$ cat src/rtl/seq_div12x6_if.sv
// Handshake and result bus between a requester and the sequential divider.
interface seq_div12x6_if #(
  parameter int DW = 12,
  parameter int VW = 6
);
  logic          start;
  logic [DW-1:0] dividend;
  logic [VW-1:0] divisor;
  logic          busy;
  logic          done;
  logic [DW-1:0] quotient;
  logic [VW-1:0] remainder;
  logic          ovf;
  logic          exact;
  logic          dbz;

  modport master (
    output start, dividend, divisor,
    input  busy, done, quotient, remainder, ovf, exact, dbz
  );

  modport slave (
    input  start, dividend, divisor,
    output busy, done, quotient, remainder, ovf, exact, dbz
  );
endinterface

$ cat src/rtl/seq_div12x6.sv
// Sequential restoring divider, one quotient bit per clock. Recovers the
// other factor of a 6x6 product and flags whether the factorisation is exact.
module seq_div12x6 #(
  parameter int DW = 12,
  parameter int VW = 6
) (
  input  logic clk,
  input  logic rst_n,
  seq_div12x6_if.slave bus
);
  localparam int CW = $clog2(DW);
  localparam logic [CW-1:0] LAST = CW'(DW - 1);

  typedef enum logic [1:0] {IDLE, CALC, DONE} state_t;

  state_t        state, next_state;
  logic [DW-1:0] d_work;
  logic [DW-1:0] q_work;
  logic [VW-1:0] div_reg;
  logic [VW:0]   r_work;
  logic [CW-1:0] cnt;
  logic          dbz_work;
  logic [VW:0]   r_shift;
  logic [VW:0]   r_next;
  logic          qbit;
  logic          accept;
  logic          q_high;

  assign accept   = (state == IDLE) && bus.start;
  assign bus.busy = (state != IDLE);
  assign q_high   = |q_work[DW-1:VW];

  // State register; reset aborts any division in progress.
  always_ff @(posedge clk) begin
    if (!rst_n) state <= IDLE;
    else        state <= next_state;
  end

  // Next-state logic; a zero divisor skips the iterations entirely.
  always_comb begin
    next_state = state;
    case (state)
      IDLE: if (bus.start) next_state = (bus.divisor == '0) ? DONE : CALC;
      CALC: if (cnt == LAST) next_state = DONE;
      DONE: next_state = IDLE;
      default: next_state = IDLE;
    endcase
  end

  // One restoring step: shift in the next dividend bit, subtract if it fits.
  always_comb begin
    r_shift = {r_work[VW-1:0], d_work[DW-1]};
    r_next  = r_shift;
    qbit    = 1'b0;
    if (r_shift >= {1'b0, div_reg}) begin
      r_next = r_shift - {1'b0, div_reg};
      qbit   = 1'b1;
    end
  end

  // Working registers and published results; results change only on accept
  // (cleared) and when leaving DONE (loaded together with the done pulse).
  always_ff @(posedge clk) begin
    if (!rst_n) begin
      bus.done      <= 1'b0;
      bus.quotient  <= '0;
      bus.remainder <= '0;
      bus.ovf       <= 1'b0;
      bus.exact     <= 1'b0;
      bus.dbz       <= 1'b0;
    end else begin
      bus.done <= (state == DONE);
      if (accept) begin
        d_work        <= bus.dividend;
        div_reg       <= bus.divisor;
        cnt           <= '0;
        r_work        <= '0;
        q_work        <= '0;
        dbz_work      <= (bus.divisor == '0);
        bus.quotient  <= '0;
        bus.remainder <= '0;
        bus.ovf       <= 1'b0;
        bus.exact     <= 1'b0;
        bus.dbz       <= 1'b0;
      end else if (state == CALC) begin
        r_work <= r_next;
        d_work <= {d_work[DW-2:0], 1'b0};
        q_work <= {q_work[DW-2:0], qbit};
        cnt    <= cnt + 1'b1;
      end else if (state == DONE) begin
        if (dbz_work) begin
          bus.quotient  <= '1;
          bus.remainder <= d_work[VW-1:0];
          bus.ovf       <= 1'b1;
          bus.exact     <= 1'b0;
          bus.dbz       <= 1'b1;
        end else begin
          bus.quotient  <= q_work;
          bus.remainder <= r_work[VW-1:0];
          bus.ovf       <= q_high;
          bus.exact     <= (r_work == '0) && !q_high;
          bus.dbz       <= 1'b0;
        end
      end
    end
  end
endmodule

$ cat src/flat_wrapper.sv
// flat-port wrapper written by rule: the top's interface ports become plain ports
module seq_div12x6_flat 
#(
  parameter int DW = 12,
  parameter int VW = 6
)
  (clk, rst_n, bus_start, bus_dividend, bus_divisor, bus_busy, bus_done, bus_quotient, bus_remainder, bus_ovf, bus_exact, bus_dbz);
  seq_div12x6_if #(.DW(DW), .VW(VW)) bus_i ();
  input  logic clk;
  input  logic rst_n;
  input wire logic [$bits(bus_i.start)-1:0] bus_start;
  input wire logic [$bits(bus_i.dividend)-1:0] bus_dividend;
  input wire logic [$bits(bus_i.divisor)-1:0] bus_divisor;
  output wire logic [$bits(bus_i.busy)-1:0] bus_busy;
  output wire logic [$bits(bus_i.done)-1:0] bus_done;
  output wire logic [$bits(bus_i.quotient)-1:0] bus_quotient;
  output wire logic [$bits(bus_i.remainder)-1:0] bus_remainder;
  output wire logic [$bits(bus_i.ovf)-1:0] bus_ovf;
  output wire logic [$bits(bus_i.exact)-1:0] bus_exact;
  output wire logic [$bits(bus_i.dbz)-1:0] bus_dbz;
  assign bus_i.start = bus_start;
  assign bus_i.dividend = bus_dividend;
  assign bus_i.divisor = bus_divisor;
  assign bus_busy = bus_i.busy;
  assign bus_done = bus_i.done;
  assign bus_quotient = bus_i.quotient;
  assign bus_remainder = bus_i.remainder;
  assign bus_ovf = bus_i.ovf;
  assign bus_exact = bus_i.exact;
  assign bus_dbz = bus_i.dbz;
  seq_div12x6 #(.DW(DW), .VW(VW)) u_core (.clk(clk), .rst_n(rst_n), .bus(bus_i));
endmodule
$ cat config.mk
export PLATFORM = sky130hd
export DESIGN_NAME = seq_div12x6_flat
export DESIGN_NICKNAME = d
export VERILOG_FILES = /design/src/rtl/seq_div12x6_if.sv /design/src/rtl/seq_div12x6.sv /design/src/flat_wrapper.sv
export SDC_FILE = /design/constraint.sdc
export NUM_CORES = 1
export LEC_CHECK = 0
export BUFFER_PORTS_ARGS = -buffer_cell sky130_fd_sc_hd__buf_2
export CORE_AREA = 8 8 82 84
export CTS_CLUSTER_SIZE = 14
export DETAILED_ROUTE_END_ITERATION = 12
export DIE_AREA = 0 0 90 92
export GPL_TIMING_DRIVEN = 0
export PLACE_DENSITY = 0.88
export SLEW_MARGIN = 15
export SYNTH_ARGS = -nofsm -noshare
export SYNTH_HDL_FRONTEND = slang
export SYNTH_SLANG_ARGS = --single-unit
$ cat constraint.sdc
create_clock -name clk -period 2.5 [get_ports clk]
set_clock_uncertainty 0.05 [all_clocks]
set_input_delay 0.375 -clock clk [delete_from_list [all_inputs] [get_ports clk]]
set_output_delay 0.375 -clock clk [all_outputs]
set_load 0.02 [all_outputs]
After elaboration in Yosys (flattened, before gate mapping)
Index checks and enable logic that the tools add are counted.
{"block": "word_totals", "register_bits": 66, "in_bits": 21, "output_inout_bits": 23, "word_cells": 53}
{"block": "classes", "addsub": 2, "magnitude_cmp": 1, "n_eq_ne": 5, "n_mux": 16, "n_bitwise": 2, "reduce_logical": 14}
{"op": "2-to-1 mux 12 bit", "count": 4}
{"op": "2-to-1 mux 7 bit", "count": 2}
{"op": "AND reduction 2 bit", "count": 4}
{"op": ">= comparator 7 x 6 -> 1 bit", "count": 1}
{"op": "zero test 7 bit", "count": 1}
{"op": "subtractor 7 x 6 -> 7 bit", "count": 1}
{"op": "zero test 6 bit", "count": 1}
{"op": "2-to-1 mux 2 bit", "count": 3}
{"op": "2-to-1 mux 6 bit", "count": 1}
{"op": "OR reduction 6 bit", "count": 1}
{"op": "adder 4 x 1 -> 4 bit (second input constant)", "count": 1}
{"op": "equality test 4 bit (second input constant)", "count": 1}
{"op": "2-to-1 mux 1 bit", "count": 4}
{"op": "2-to-1 mux 4 bit", "count": 1}
{"op": "one-hot mux 2 bit (2 select lines)", "count": 1}
{"op": "nonzero test 2 bit", "count": 2}
{"op": "equality test 2 x 1 -> 1 bit (second input constant)", "count": 1}
{"op": "equality test 2 bit (second input constant)", "count": 1}
{"op": "logical AND 1 bit", "count": 2}
{"op": "zero test 2 bit", "count": 1}
{"op": "inequality test 2 x 1 -> 1 bit (second input constant)", "count": 1}
{"op": "inequality test 2 bit (second input constant)", "count": 1}
{"op": "NOT 1 bit", "count": 2}
{"op": "OR reduction 2 bit", "count": 1}
{"op": "zero test 1 bit", "count": 1}

Logic depth before layout (Yosys ltp)
{"block": "logic_depth", "ltp_word": 4, "depth_mapped": 9, "ltp_nobuf": 9}

Worst setup path before layout
OpenSTA, ideal clock, no wires.
{"block": "synth_path", "path_kind": "register to register", "start": "reg u_core.r_work[3]", "end": "reg u_core.r_work[1], data pin", "setup_ps": 266, "t_arrival_ps": 1872, "required_ps": 2184, "slack_ps": 312, "stages_incl_launch_ff": 7, "n_path_buf": 0, "synth_period_minus_slack_ps": 2188, "cell_sequence": "edfxtp_1 -> ha_1 -> a21o_1 -> a211o_1 -> a41oi_4 -> mux2i_1 -> nor2_1"}
{"block": "synth_via", "elab_chain_len": 3}
{"item": "start, declared", "line": "seq_div12x6.sv:20", "text": "logic [VW:0] r_work;"}
{"item": "start signal, assigned", "line": "seq_div12x6.sv:86", "text": "r_work <= r_next;"}
{"item": ">= comparator 7 x 6 -> 1 bit", "line": "seq_div12x6.sv:55", "text": "if (r_shift >= {1'b0, div_reg}) begin"}
{"item": "2-to-1 mux 7 bit", "line": "seq_div12x6.sv:55"}
{"item": "2-to-1 mux 7 bit", "line": "seq_div12x6.sv:85", "text": "end else if (state == CALC) begin"}
Every way passes these cells. The select of a mux whose other input is x is not followed.
A chain may end at the register's enable or synchronous reset.

Worst setup path after layout
{"block": "layout_path", "start": "reg u_core.r_work[3]", "end": "reg u_core.r_work[2], data pin"}
The elaborated chain is that of the path after synthesis.

==> summary.md <==
| Metric | Value |
|---|---|
| CP required | `between 2 and 3 ns` |
| Clock slew at reported path FFs | `0.07 ns` |
| Worst R2R Start | `u_core.r_work[3]` |
| Largest net degree at the start of global routing | `37` |
| CTS Buf Count | `9` |
| WL final | `6090 um` |
| RR Endpoint | `u_core.r_work[2]` |
| Core area | `approximately 0.0054 mm2` |
| CTS sink cnt | `66` |
| CTS tree | `built` |
| Asr flop ratio synth | `0%` |
| Slew @ Worst Pin | `between 0.9 and 1 ns` |
| Worst hold slack | `between 0.15 and 0.2 ns` |
| Filler cells | `approximately 440` |
| Mapped cell area | `0.00293 mm2` |
| GP Congestion | `a little under 0.8` |
| Ys Warns | `0` |
| Cell taking the most area after synthesis | `edfxtp_1` |
| Post-DRT Antenna Nets | `0` |
| Max cap viols | `0` |
| Placed inst area | `~0.0032 mm2` |
| Port Buf Inserts | `between 40 and 50` |
| Synth Net Count | `between 200 and 300` |
| Hold path depth | `1` |
| Final Slew Violations | `0` |
| CTS HTree Levels | `3` |
| Leak | `1.44 nW` |
| I/O pin cnt | `44` |
| CP Data Arrival Time | `2.37 ns` |
| DRT iter0 DRCs | `roughly 120` |
| Setup TNS | `0 ns` |
| Vias | `around 2200` |
| HP Class | `input port to flop` |
| PD cells | `728 mW/mm2` |
| Die Span Y | `~92 um` |
| Sequential element share of the synthesized area | `between 50% and 60%` |
| Netlist cell types | `35` |
| Peak supply drop | `slightly below 400 uV` |
| Die X | `roughly 90 um` |
| Crit Path Class | `flop to flop` |
| Yosys reg bits | `66` |
| Area grow syn2layout | `17.5%` |
| Fmax | `approximately 0.43 GHz` |
| Most common cell in the synthesized netlist | `nor2_1` |
| Via/cell ratio | `about 5.4` |
| FF/Latch Area | `~0.0017 mm2` |
| Residual DRC count | `0` |
| Resize count post-CTS | `0` |
| Slew margin rel. | `38.0%` |
| R2r worst-path depth | `7` |
| N_diodes | `0` |
| Worst-Skew Late Latency | `0.34 ns` |
| RSZ-0062 raised after global routing | `no` |
| Synth Instances | `about 270` |
| Startpoint types | `flop` |
| Tot GR Track Use | `~15%` |
| R2R setup slack | `0.16 ns` |
| Wirelength per Cell | `approximately 15 um` |
| Global-route wire length before repair | `10100 um` |
| DIE AREA | `approximately 0.0083 mm2` |
| Initial antenna violation count | `0` |
| Tmin final | `about 2.3 ns` |
| Mean Syn Cell Area | `between 10 and 15 um2` |
| Cell area after layout | `~0.0034 mm2` |
| Total power draw | `~2.5 mW` |
| Post-synth top cells | `46 x nor2_1, 42 x edfxtp_1, 39 x nand2_1` |
| Yosys top cell area share | `43.0%` |
| Multi-input gate area | `0.00110 mm2` |
| Gr ovfl total | `0` |
| Vias in the first global route | `about 2200` |
| Final hold violations | `0` |
| Number of flops mapped to enable cells by yosys | `42` |
| Final setup vio count | `0` |
| Run status | `complete, no violations` |
| CP max FO | `9` |
| Row cnt | `27` |
| HP Start | `bus_divisor[4]` |
| Layout Nets | `approximately 360` |
| Clock buffer depth | `2` |
| Hold Crit Endpoint | `u_core.div_reg[4]` |
| Synth area leaders | `edfxtp_1 43%, dfxtp_1 16%, nor2_1 5.9%, nand2_1 5.0%, a211oi_1 4.9%` |
| Layout cells sized above 1 | `20.3%` |
| Synth Flop Type | `edfxtp_1` |
| Pre-Repair DR Iteration Count | `5` |
| Initial Util | `between 50 and 60%` |
| Setup crit end kind | `flop` |
| Final Cycle Share | `approximately 94%` |
| HPWL after detailed placement | `about 4400 um` |
| Largest registers | `u_core.bus.quotient x12, u_core.d_work x12, u_core.q_work x12` |
| Clock root buffer | `clkbuf_8` |
area by class of cell:
cell class	instances	share of cell area, %
Buffer	12	1.34
Clock buffer	10	4.00
Clock inverter	6	1.20
Inverter	10	1.09
Multi-Input combinational cell	181	32.1
Sequential cell	66	50.6
Tap cell	72	2.62
Timing Repair Buffer	45	7.05
cells by family after synthesis:
family                   Yosys count  synth area share, %
adder cells (fa/ha/maj)            9                 4.10
AO/OA/AOI/OAI                     41                 11.1
AND/OR/NAND/NOR                  115                 17.2
flip-flops                        66                 59.4
XOR/XNOR                           4                 1.20
buffers and inverters             22                 2.86
multiplexers                      12                 4.10
stage by stage:
step                      util, %  worst slack (ns)  instances
after floorplan                 -             0.312        269
after global placement       59.9             0.148        384
after detailed placement     59.9            0.0607        384
after CTS                    63.2            0.0537        400
after global routing         63.7            0.0808        402
final                        63.7             0.156        402
worst max path at each step:
| stage | from | to | depth (start not counted) |
|---|---|---|---|
| after floorplan | u_core.r_work[3] | u_core.r_work[1] | 6 |
| after global placement | u_core.r_work[3] | u_core.r_work[2] | 6 |
| after detailed placement | u_core.r_work[3] | u_core.r_work[2] | 6 |
| after CTS | u_core.r_work[3] | u_core.r_work[2] | 6 |
| after global routing | u_core.r_work[3] | u_core.r_work[2] | 7 |
| final | u_core.r_work[3] | u_core.r_work[2] | 7 |
repair_timing:
| action | CTS | global route |
|---|---|---|
| setup endpoints to repair | 0 | 2 |
| hold buffers | 0 | 0 |
| buffers inserted | 0 | 2 |
metal layers:
layer  track usage (%)  vias to the layer above  share of wire (%)
met1              17.9                     1026                 43
li1                  -                     1065                  -
met4              7.21                        0                1.6
met3              5.22                       11                6.5
met2              25.0                       58                 49
met5                 0                        -                  0
worst max-delay path, cell delays in order (launching register included):
cell and delay (ns):
edfxtp_1 0.46, ha_1 0.43, a21o_1 0.20, a211o_1 0.31, a41oi_4 0.20, buf_12 0.16
mux2i_1 0.21, nor2_1 0.06
cells in the final DEF (no fill, tap or decap), types with 2 or more instances in the layout:
cell,count
edfxtp_1,42
nor3_1,3
ha_1,8
a211oi_1,19
dfxtp_1,24
clkbuf_1,11
and2_1,14
inv_1,10
buf_2,44
o21a_1,4
a21o_1,2
o21ai_0,2
and3_1,2
nor2b_1,3
nand3_1,2
xnor2_1,2
nand2_1,39
nor4_1,2
clkinv_2,2
xor2_1,2
nor2_1,46
a21oi_1,5
clkbuf_8,10
clkinv_4,2
mux2i_1,12
power by group:
part / internal, mW / switching, mW / total [mW]
clock: 0.386 / 0.413 / 0.799
sequential: 1.26 / 0.0490 / 1.31
combinational: 0.165 / 0.233 / 0.398
Note: power is estimated with default switching activity, not from simulation.
